[src/rtl/view_angles_extract_pkg.sv]
// view_pkg: Q16.16 widths, CORDIC arctangent table and gain, FSM states and angle helpers
package view_pkg;
  localparam int W = 32;
  localparam int FRAC = 16;
  localparam int DW = 36;
  localparam int AW = 32;
  localparam int ITERS = 16;
  localparam logic signed [W-1:0] CLAMP = 32'sd131072;
  localparam logic signed [AW-1:0] DEG90 = 32'sd5898240;
  localparam logic signed [AW-1:0] DEG360 = 32'sd23592960;
  localparam logic signed [17:0] INV_K = 18'sd39797;
  localparam logic signed [AW-1:0] ATAN [ITERS] = '{
    32'sd2949120, 32'sd1740967, 32'sd919879, 32'sd466945,
    32'sd234379,  32'sd117304,  32'sd58666,  32'sd29335,
    32'sd14668,   32'sd7334,    32'sd3667,   32'sd1833,
    32'sd917,     32'sd458,     32'sd229,    32'sd115
  };
  typedef enum logic [2:0] {IDLE, YAW, PITCH, ROLL, DONE} state_t;
  function automatic logic signed [W-1:0] clamp(input logic signed [W-1:0] v);
    return v > CLAMP ? CLAMP : v < -CLAMP ? -CLAMP : v;
  endfunction
  function automatic logic [8:0] deg_int(input logic signed [AW-1:0] z);
    logic signed [AW-1:0] a;
    logic [15:0] r;
    a = z < 0 ? z + DEG360 : z;
`ifdef VIEW_ANGLES_FRAC_EN
    r = 16'(a >>> FRAC);
`else
    r = 16'((a + 32'sd32768) >>> FRAC);
`endif
    return r >= 16'd360 ? 9'd0 : r[8:0];
  endfunction
`ifdef VIEW_ANGLES_FRAC_EN
  function automatic logic [3:0] deg_frac(input logic signed [AW-1:0] z);
    return 4'((z < 0 ? z + DEG360 : z) >>> (FRAC - 4));
  endfunction
`endif
endpackage

[src/rtl/view_angles_extract_cordic.sv]
// cordic_vectoring: one vectoring iteration driving y toward zero while accumulating angle
module cordic_vectoring
  import view_pkg::*;
(
  input  logic signed [DW-1:0] x,
  input  logic signed [DW-1:0] y,
  input  logic signed [AW-1:0] z,
  input  logic [3:0]           shift,
  output logic signed [DW-1:0] x_n,
  output logic signed [DW-1:0] y_n,
  output logic signed [AW-1:0] z_n
);
  always_comb begin
    x_n = y[DW-1] ? x - (y >>> shift) : x + (y >>> shift);
    y_n = y[DW-1] ? y + (x >>> shift) : y - (x >>> shift);
    z_n = y[DW-1] ? z - ATAN[shift] : z + ATAN[shift];
  end
endmodule

[src/rtl/view_angles_extract.sv]
// view_angles_extract: basis vectors to pitch/roll/yaw via one shared CORDIC; VIEW_ANGLES_FRAC_EN adds 1/16-degree outputs
module view_angles_extract
  import view_pkg::*;
(
  input  logic                clk_100mhz,
  input  logic                rst_in,
  input  logic                valid_in,
  output logic                ready_in,
  input  logic signed [W-1:0] x_forward,
  input  logic signed [W-1:0] y_forward,
  input  logic signed [W-1:0] z_forward,
  input  logic signed [W-1:0] x_up,
  input  logic signed [W-1:0] y_up,
  input  logic signed [W-1:0] z_up,
  input  logic signed [W-1:0] x_right,
  input  logic signed [W-1:0] y_right,
  input  logic signed [W-1:0] z_right,
  output logic [8:0]          pitch,
  output logic [8:0]          roll,
  output logic [8:0]          yaw,
`ifdef VIEW_ANGLES_FRAC_EN
  output logic [3:0]          pitch_frac,
  output logic [3:0]          roll_frac,
  output logic [3:0]          yaw_frac,
`endif
  output logic                valid_out
);
  state_t state, state_n;
  logic [4:0] cnt;
  logic [8:0][W-1:0] comp;
  logic signed [DW-1:0] xf, yf, zf, yu, yr;
  logic signed [DW-1:0] x_r, y_r, x_n, y_n, opx, opy, px, py, m;
  logic signed [DW+17:0] mprod;
  logic signed [AW-1:0] z_r, z_n, pz, res, yaw_a, pitch_a;
  logic zero_r, pass, load, last, accept, unused_comp;
  assign xf = DW'($signed(comp[0]));
  assign yf = DW'($signed(comp[1]));
  assign zf = DW'($signed(comp[2]));
  assign yu = DW'($signed(comp[4]));
  assign yr = DW'($signed(comp[7]));
  assign unused_comp = ^{comp[3], comp[5], comp[6], comp[8]};
  always_ff @(posedge clk_100mhz or negedge rst_in)
    if (!rst_in) state <= IDLE;
    else state <= state_n;
  always_comb begin
    state_n = state;
    case (state)
      IDLE:    state_n = accept ? YAW : IDLE;
      YAW:     state_n = last ? PITCH : YAW;
      PITCH:   state_n = last ? ROLL : PITCH;
      ROLL:    state_n = last ? DONE : ROLL;
      default: state_n = IDLE;
    endcase
  end
  always_comb begin
    accept = state == IDLE && valid_in && ready_in;
    pass = state == YAW || state == PITCH || state == ROLL;
    load = pass && cnt == 5'd0;
    last = cnt == 5'd16;
  end
  // Pitch reuses the yaw pass magnitude, scaled by 1/K to undo CORDIC gain
  always_comb begin
    mprod = x_r * INV_K;
    m = DW'(mprod >>> FRAC);
    opx = state == YAW ? zf : state == PITCH ? m : yu;
    opy = state == YAW ? xf : state == PITCH ? -yf : -yr;
    px = !opx[DW-1] ? opx : opy[DW-1] ? -opy : opy;
    py = !opx[DW-1] ? opy : opy[DW-1] ? opx : -opx;
    pz = !opx[DW-1] ? '0 : opy[DW-1] ? -DEG90 : DEG90;
    res = zero_r ? '0 : z_r;
  end
  cordic_vectoring u_cordic (
    .x     (x_r),
    .y     (y_r),
    .z     (z_r),
    .shift (4'(cnt - 5'd1)),
    .x_n   (x_n),
    .y_n   (y_n),
    .z_n   (z_n)
  );
  always_ff @(posedge clk_100mhz or negedge rst_in)
    if (!rst_in) begin
      cnt <= '0;
      comp <= '0;
      x_r <= '0;
      y_r <= '0;
      z_r <= '0;
      zero_r <= 1'b0;
      yaw_a <= '0;
      pitch_a <= '0;
    end else begin
      cnt <= pass && !last ? cnt + 5'd1 : 5'd0;
      if (accept)
        comp <= {clamp(z_right), clamp(y_right), clamp(x_right),
                 clamp(z_up), clamp(y_up), clamp(x_up),
                 clamp(z_forward), clamp(y_forward), clamp(x_forward)};
      if (load) begin
        x_r <= px;
        y_r <= py;
        z_r <= pz;
        zero_r <= opx == '0 && opy == '0;
      end else if (pass) begin
        x_r <= x_n;
        y_r <= y_n;
        z_r <= z_n;
      end
      if (load && state == PITCH) yaw_a <= res;
      if (load && state == ROLL) pitch_a <= res;
    end
  always_ff @(posedge clk_100mhz or negedge rst_in)
    if (!rst_in) begin
      pitch <= '0;
      roll <= '0;
      yaw <= '0;
`ifdef VIEW_ANGLES_FRAC_EN
      pitch_frac <= '0;
      roll_frac <= '0;
      yaw_frac <= '0;
`endif
      valid_out <= 1'b0;
      ready_in <= 1'b0;
    end else begin
      valid_out <= state == DONE;
      ready_in <= state_n == IDLE && state != DONE;
      if (state == DONE) begin
        pitch <= deg_int(pitch_a);
        roll <= deg_int(res);
        yaw <= deg_int(yaw_a);
`ifdef VIEW_ANGLES_FRAC_EN
        pitch_frac <= deg_frac(pitch_a);
        roll_frac <= deg_frac(res);
        yaw_frac <= deg_frac(yaw_a);
`endif
      end
    end
endmodule

[config.mk]
export PLATFORM = sky130hd
export DESIGN_NAME = view_angles_extract
export DESIGN_NICKNAME = d
export VERILOG_FILES = /design/src/rtl/view_angles_extract_pkg.sv /design/src/rtl/view_angles_extract_cordic.sv /design/src/rtl/view_angles_extract.sv
export SDC_FILE = /design/constraint.sdc
export NUM_CORES = 2
export LEC_CHECK = 0
export ABC_CLOCK_PERIOD_IN_PS = 10480
export BUFFER_PORTS_ARGS = -buffer_cell sky130_fd_sc_hd__buf_2
export CAP_MARGIN = 15
export CORE_AREA = 2 2 284 286
export CTS_CLUSTER_DIAMETER = 50
export DETAILED_ROUTE_END_ITERATION = 7
export DIE_AREA = 0 0 286 288
export PLACE_DENSITY_LB_ADDON = 0.3
export SYNTH_ARGS = -nofsm -noshare
export SYNTH_HDL_FRONTEND = slang
export SYNTH_SLANG_ARGS = --single-unit
[constraint.sdc]
create_clock -name clk_100mhz -period 10.48 [get_ports clk_100mhz]
set_input_delay 2.096 -clock clk_100mhz [delete_from_list [all_inputs] [get_ports clk_100mhz]]
set_output_delay 2.096 -clock clk_100mhz [all_outputs]
set_load 0.02 [all_outputs]
# [After elaboration in Yosys (flattened, before gate mapping)]
# Memory sizes are Yosys's and may differ from the RTL's.
# Cells that the tools add are included.
[totals] regBits=366 mem_bits_ro=512 input_bits=291 output_inout_bits=29 wordCells=125 mem_count=1
[classes] add_sub_neg=18 multipliers=1 order_cmp=17 n_eq_ne=6 shift=2 muxes=44 bitwise_logic=1 n_reduce_logical=17
[memory_table] memory="(name not given)" depth=16 width=32 read_ports=1 rd_ports_with_merged_regs=0 write_ports=0 line="view_angles_extract_cordic.sv:16" text="z_n = y[DW-1] ? z - ATAN[shift] : z + ATAN[shift];"
[ops] op="$mux W32" count=21
[ops] op="$mux W36" count=14
[ops] op="$gt A32 B19 Y1 const B" count=5
[ops] op="$lt A32 B18 Y1 const B" count=5
[ops] op="$add A32 B17 Y32 const B" count=3
[ops] op="$add A32 B26 Y32 const B" count=3
[ops] op="$lt A32 B1 Y1 const B" count=3
[ops] op="$add A36 B36 Y36" count=2
[ops] op="$logic_not A36 Y1" count=2
[ops] op="$neg A32 Y36" count=2
[ops] op="$neg A36 Y36" count=2
[ops] op="$sshr A36 B4 Y36" count=2
[ops] op="$sub A36 B36 Y36" count=2
[ops] op="$mul A36 B17 Y52 const B" count=1
[ops] op="$ge A16 B9 Y1 const B" count=3
[ops] op="$add A32 B32 Y32" count=1
[ops] op="$sub A32 B32 Y32" count=1
[ops] op="$mux W9" count=3
[ops] op="$pmux W3 S4" count=1
[ops] op="$logic_and A1 B1 Y1" count=8
[ops] op="$eq A3 B2 Y1 const B" count=2
[ops] op="$logic_not A3 Y1" count=2
[ops] op="$add A5 B1 Y5 const B" count=1
[ops] op="$eq A5 B5 Y1 const B" count=1
[ops] op="14 further kinds" count=16

# [Depth between registers and ports, before layout]
[logic_depth] ltp_word=9 mapped_depth=41 ltp_nobuf=30

# [Hierarchy]
# A second synthesis with hierarchy kept.
[hier_totals] cells_unflattened=5130 hier_area_um2=43973.4
[by_module_without_submodules] module="view_angles_extract" n_inst=1 cells_per_inst=3772 area_each_um2=32929.1 seq_area_each_um2=8408.1
[by_module_without_submodules] module="cordic_vectoring" n_inst=1 cells_per_inst=1358 area_each_um2=11044.3 seq_area_each_um2=0.0

# [Worst setup path after synthesis]
# OpenSTA, ideal clock, no wires.
[synth_timing] path_type="register to register" from="reg cnt[0]" to="reg z_r[31]" setup_time_ns=0.116 arrival_time_ns=8.775 required_time_ns=10.364 slack_ns=1.590 path_stages_with_launch=36 n_path_buf=11 period_less_slack_ns=8.890 cell_sequence="dfrtp_1 -> buf_2 -> buf_4 -> inv_2 -> buf_2 -> buf_2 -> buf_2 -> ha_1 -> inv_1 -> ha_1 -> buf_1 -> buf_2 -> buf_1 -> buf_1 -> clkbuf_1 -> clkbuf_1 -> a211oi_1 -> a31oi_1 -> ha_1 -> nand4_1 -> or3b_1 -> or3_1 -> nor4_1 -> a21oi_1 -> xor2_1 -> ha_1 -> a2111oi_0 -> and3_1 -> a211oi_1 -> a2111oi_0 -> nor3_1 -> a21oi_1 -> a21oi_1 -> a211oi_1 -> xnor2_1 -> o311ai_0"
[synth_between] elab_chain_cells=9 elab_cells_between_ends=13 cone_classes="add/sub: 3; mux: 5; bitwise: 1; reduce/logical: 3; memory: 1"
[synth_rtl] item="from (decl)" line="view_angles_extract.sv:29" text="logic [4:0] cnt;"
[synth_rtl] item="from (signal assigned)" line="view_angles_extract.sv:92" text="cnt <= pass && !last ? cnt + 5'd1 : 5'd0;"
[synth_rtl] item="$sub A4 B1 Y4" line="view_angles_extract.sv:76" text=".shift (4'(cnt - 5'd1)),"
[synth_rtl] item="$not A4 Y5 (implied by the code)" line="view_angles_extract_cordic.sv:16"
[synth_rtl] item="$mem_v2 Z16 W32"
[synth_rtl] item="$mux W32 (implied by the code) (2 in series)" line="view_angles_extract_cordic.sv:16"
[synth_rtl] item="$add A32 B32 Y32 or $sub A32 B32 Y32 (tied branches)" line="view_angles_extract_cordic.sv:16"
[synth_rtl] item="$mux W32" line="view_angles_extract_cordic.sv:16"
[synth_rtl] item="$mux W32" line="view_angles_extract.sv:102" text="end else if (pass) begin"
[synth_rtl] item="$mux W32" line="view_angles_extract.sv:97" text="if (load) begin"
[synth_rtl] item="to (signal assigned)" line="view_angles_extract.sv:100" text="z_r <= pz;"
[synth_rtl] item="to (signal assigned)" line="view_angles_extract.sv:105" text="z_r <= z_n;"
[synth_rtl] item="to (decl)" line="view_angles_extract.sv:34" text="logic signed [AW-1:0] z_r, z_n, pz, res, yaw_a, pitch_a;"
# Parallel ways exist; a longest one is shown, timed or not. The select of a mux whose other input is x is not followed.
# A chain may end at the register's enable or synchronous reset.

# [Worst setup path in the final report]
[layout_timing] from="reg x_r[10]" to="reg y_r[34]"
[layout_between] elab_chain_cells=7 elab_cells_between_ends=12 cone_classes="add/sub: 3; mul: 1; shift: 1; mux: 7"
[layout_rtl] item="from (decl)" line="view_angles_extract.sv:32" text="logic signed [DW-1:0] x_r, y_r, x_n, y_n, opx, opy, px, py, m;"
[layout_rtl] item="from (signal assigned)" line="view_angles_extract.sv:98" text="x_r <= px;"
[layout_rtl] item="from (signal assigned)" line="view_angles_extract.sv:103" text="x_r <= x_n;"
[layout_rtl] item="$mul A36 B17 Y52" line="view_angles_extract.sv:63" text="mprod = x_r * INV_K;"
[layout_rtl] item="$mux W36 (2 in series)" line="view_angles_extract.sv:65" text="opx = state == YAW ? zf : state == PITCH ? m : yu;"
[layout_rtl] item="$neg A36 Y36" line="view_angles_extract.sv:68" text="py = !opx[DW-1] ? opy : opy[DW-1] ? opx : -opx;"
[layout_rtl] item="$mux W36 (2 in series)" line="view_angles_extract.sv:68"
[layout_rtl] item="$mux W36 (*)" line="view_angles_extract.sv:97"
[layout_rtl] item="to (signal assigned)" line="view_angles_extract.sv:99" text="y_r <= py;"
[layout_rtl] item="to (signal assigned)" line="view_angles_extract.sv:104" text="y_r <= y_n;"
[layout_rtl] item="to (decl)" line="view_angles_extract.sv:32"
# Mark *: on every way between the ends. The rest lies on a longest branch, timed or not. The select of a mux whose other input is x is not followed.

==> reports/qor.txt <==
outcome - finished, final reports clean
Avg WL per Cell - 22.5 µm
period utilisation layout - 86.4%
Distinct cells, synth - 106
Pwr Total - 3180 µW
DIE HEIGHT - 288 µm
total CTS buffers - 50
#FFs+latches synth - 336
ANT nets after route - 0
PwrDens - 67.9 nW/µm²
worst vdd ir - 0.000127 V
MaxCap Viol Count - 0
Max stage delay on crit path - 0.93 ns
Final Skew - 0.0509 ns
CTS tree - done
Hold Path Class - flop to flop
post-synthesis cell count - 5,063
Post-synth EDFFs - 0
Clk Latency, worst-skew pair - 0.63 ns
Critical Path, Cell by Cell - ha_1 > xor2_1 > ha_1 > fa_1 > fa_1 > fa_1 > inv_1 > fa_1 > inv_1 > ha_1 > nand4_1 > a2111o_1 > a211oi_1 > a211oi_2 > a31oi_1 > nand3_1 > and4_1 > o31ai_1 > nor4_1 > and2_1 > a31o_2 > a211oi_1
vias in the first global route - 38,012
Synth Cell Area - 43,200 µm²
clk slew on worst S/H paths - 0.05 ns
final hold violations - 0
RSZ-0062 raised after global routing - no
Crit path top cell by count - fa_1
Resize count post-CTS - 0
Sw Share - 24.6%
syn avg cell area - 8.53 µm²
initial antenna violation count - 7
sequential share of power - 40.9%
Mapped Nets - 5,996
CTS Hold Bufs - 0
Die Area - 82,400 µm²
final net count - 6,049
area grow syn2layout - 8.24%
Psw - 782 µW
ys async rst share - 100%
WL final - 140 mm
total global-route track usage - 33.8%
Critical Path AT - 9.57 ns
Required @ worst endpoint - 11.00 ns
top cells by area, synth - dfrtp_1 (19%), fa_1 (12%), ha_1 (11%)
Yosys top cell area share - 19.5%
Critical-path top delay cell - o31ai_1
commonest cells in the netlist - inv_1 (510), nand2_1 (400), ha_1 (386)
fmax - 0.110 GHz
pin count of the biggest net entering global routing - 169
WL met3 - 14.8 mm
Die X - 286 µm
Synth Flop Type - dfrtp_1
Final Max Tran Viols - 0
crit path kind - flop to flop
Warnings, synthesis - 0
Metal-1 WL - 58.0 mm
Comb pwr share - 3.0%
layout cells sized above 1 - 10.6%
leading area contributor after synthesis - dfrtp_1
via count - 39,798
CTS sink count - 336
total gr overflow - 0
initial core utilization - 54.3%
GP Congestion - 1.02
first-pass GRT wire length - 219 mm
WL met2 - 61.7 mm
P_int - 2390 µW
Critical Path End Type - flop
Worst Max-Slew Pin Slew - 1.21 ns
I/O pins - 320
register area share after synthesis - 19.5%
DRC - 0
Setup Buffers After CTS - 0
P_leak - 0.0222 µW
drt pass-1 iters - 5
clock buffer depth - 3
vias per std cell - 6.39
final HPWL from detailed placement - 109 mm
number of DRC markers in iteration 0 - 4,264
row cnt - 104
CTS Root Cell - clkbuf_16
top-count cell post-synth - inv_1
Setup Viol. Count Final - 0
Core Area - 79,600 µm²
setup TNS - 0 ns
critical path launch point type - flop
Slew headroom - 18.8%
Final min period - 9.05 ns
Clock power frac - 56.1%
max layer used - met4
H-tree depth - 2
PortBufs - 191
CP max FO - 12
-- routing by layer --
metal	track usage, %	vias up
met5	0	-
met3	7.60	310
li1	-	18240
met4	12.8	0
met1	46.5	19235
met2	51.9	2013
-- sequential cells by signal (all words and copies together), names as in the netlist, 3 cells and up --
signal,cells
y_r,36
state,3
yaw_a,17
x_r,36
z_r,32
cnt,5
comp,160
roll,9
pitch,9
yaw,9
pitch_a,17
-- logic make-up (layout without fill, tap and decap cells) --
group                    Yosys count  count (layout)  synth area share, %
AO/OA/AOI/OAI                   1348            1348                 20.3
XOR/XNOR                         356             356                 7.22
adder cells (fa/ha/maj)          642             642                 23.0
buffers and inverters            762             856                 6.92
flip-flops                       336             336                 19.5
multiplexers                     227             227                 7.31
other                              0               7                    0
AND/OR/NAND/NOR                 1392            1392                 15.7
-- area by class of cell --
class	instances	area (µm²)
inverters	513	1930
fillers	7119	32900
clock inverters	32	394
diodes	7	17.5
repair buffers	250	1430
clock buffers	61	1380
flip-flops and latches	336	8420
well taps	1060	1330
multi-input cells	3965	31900
-- per-stage QoR --
stage	hold WS, ns	area [µm²]	setup WS (ns)	utilization, %	instances
6_report	0.473	46800	1.43	58.7	6224
4_1_cts	0.477	46700	1.71	58.7	6214
5_1_grt	0.502	46800	1.07	58.7	6223
3_3_place_gp	0.459	44900	1.78	56.4	6121
3_5_place_dp	0.465	44900	1.70	56.4	6121
2_1_floorplan	0.442	43200	1.59	-	5063
-- power by group through the flow --
| stage | sequential, µW | combinational, µW | clock, µW |
|---|---|---|---|
| after global routing | 1300 | 106 | 1850 |
| after detailed placement | 1320 | 96.0 | 0 |
| after global placement | 1320 | 95.6 | 0 |
| after floorplan | 1320 | 13.9 | 0 |
| after CTS | 1300 | 96.4 | 1790 |
| final | 1300 | 96.0 | 1780 |
-- path summary, 6_finish.rpt --
check / start / cells after the start / end / slack [ns]
worst max-delay path: x_r[10]$_DFFE_PN0P_ / 22 / y_r[34]$_DFFE_PN0P_ / 1.43
worst min-delay path: pitch[7]$_DFFE_PN0P_ / 2 / pitch[7]$_DFFE_PN0P_ / 0.47
worst max register to register: x_r[10]$_DFFE_PN0P_ / 22 / y_r[34]$_DFFE_PN0P_ / 1.43
worst min register to register: pitch[7]$_DFFE_PN0P_ / 2 / pitch[7]$_DFFE_PN0P_ / 0.47
max in group asynchronous: rst_in / 2 / comp[141]$_DFFE_PN0P_ / 7.38
min in group asynchronous: rst_in / 1 / x_r[2]$_DFFE_PN0P_ / 1.53
-- cell usage in the layout, fill, tap and decap left out, drive strengths merged, types with 52 or more instances in the layout --
cell    netlist  routed
mux2         60      60
nor4         70      70
clkbuf      174      61
inv         513     527
nand2       400     400
dfrtp       336     336
nor2        379     379
xnor2       198     198
fa          256     256
a31oi        71      71
a21oi       320     320
nand3       100     100
xor2        158     158
ha          386     386
nand4        69      69
buf          75     250
a211oi       52      52
a22o         99      99
mux4         65      65
o21ai       343     343
o22ai        66      66
mux2i       102     102
a21o         84      84
nor3         88      88
-- worst max-delay path, delay by kind of cell, from the launching register on --
family                     cells  cell delay, ns
xor gates and xnor gates       1            0.19
and+or+nand+nor                5            1.26
AOI/OAI and AO/OA              7            3.32
buffers and inverters          2            0.10
DFF                            1            0.76
adders and majority gates      7            3.34
Power figures use the tool's default switching activity.
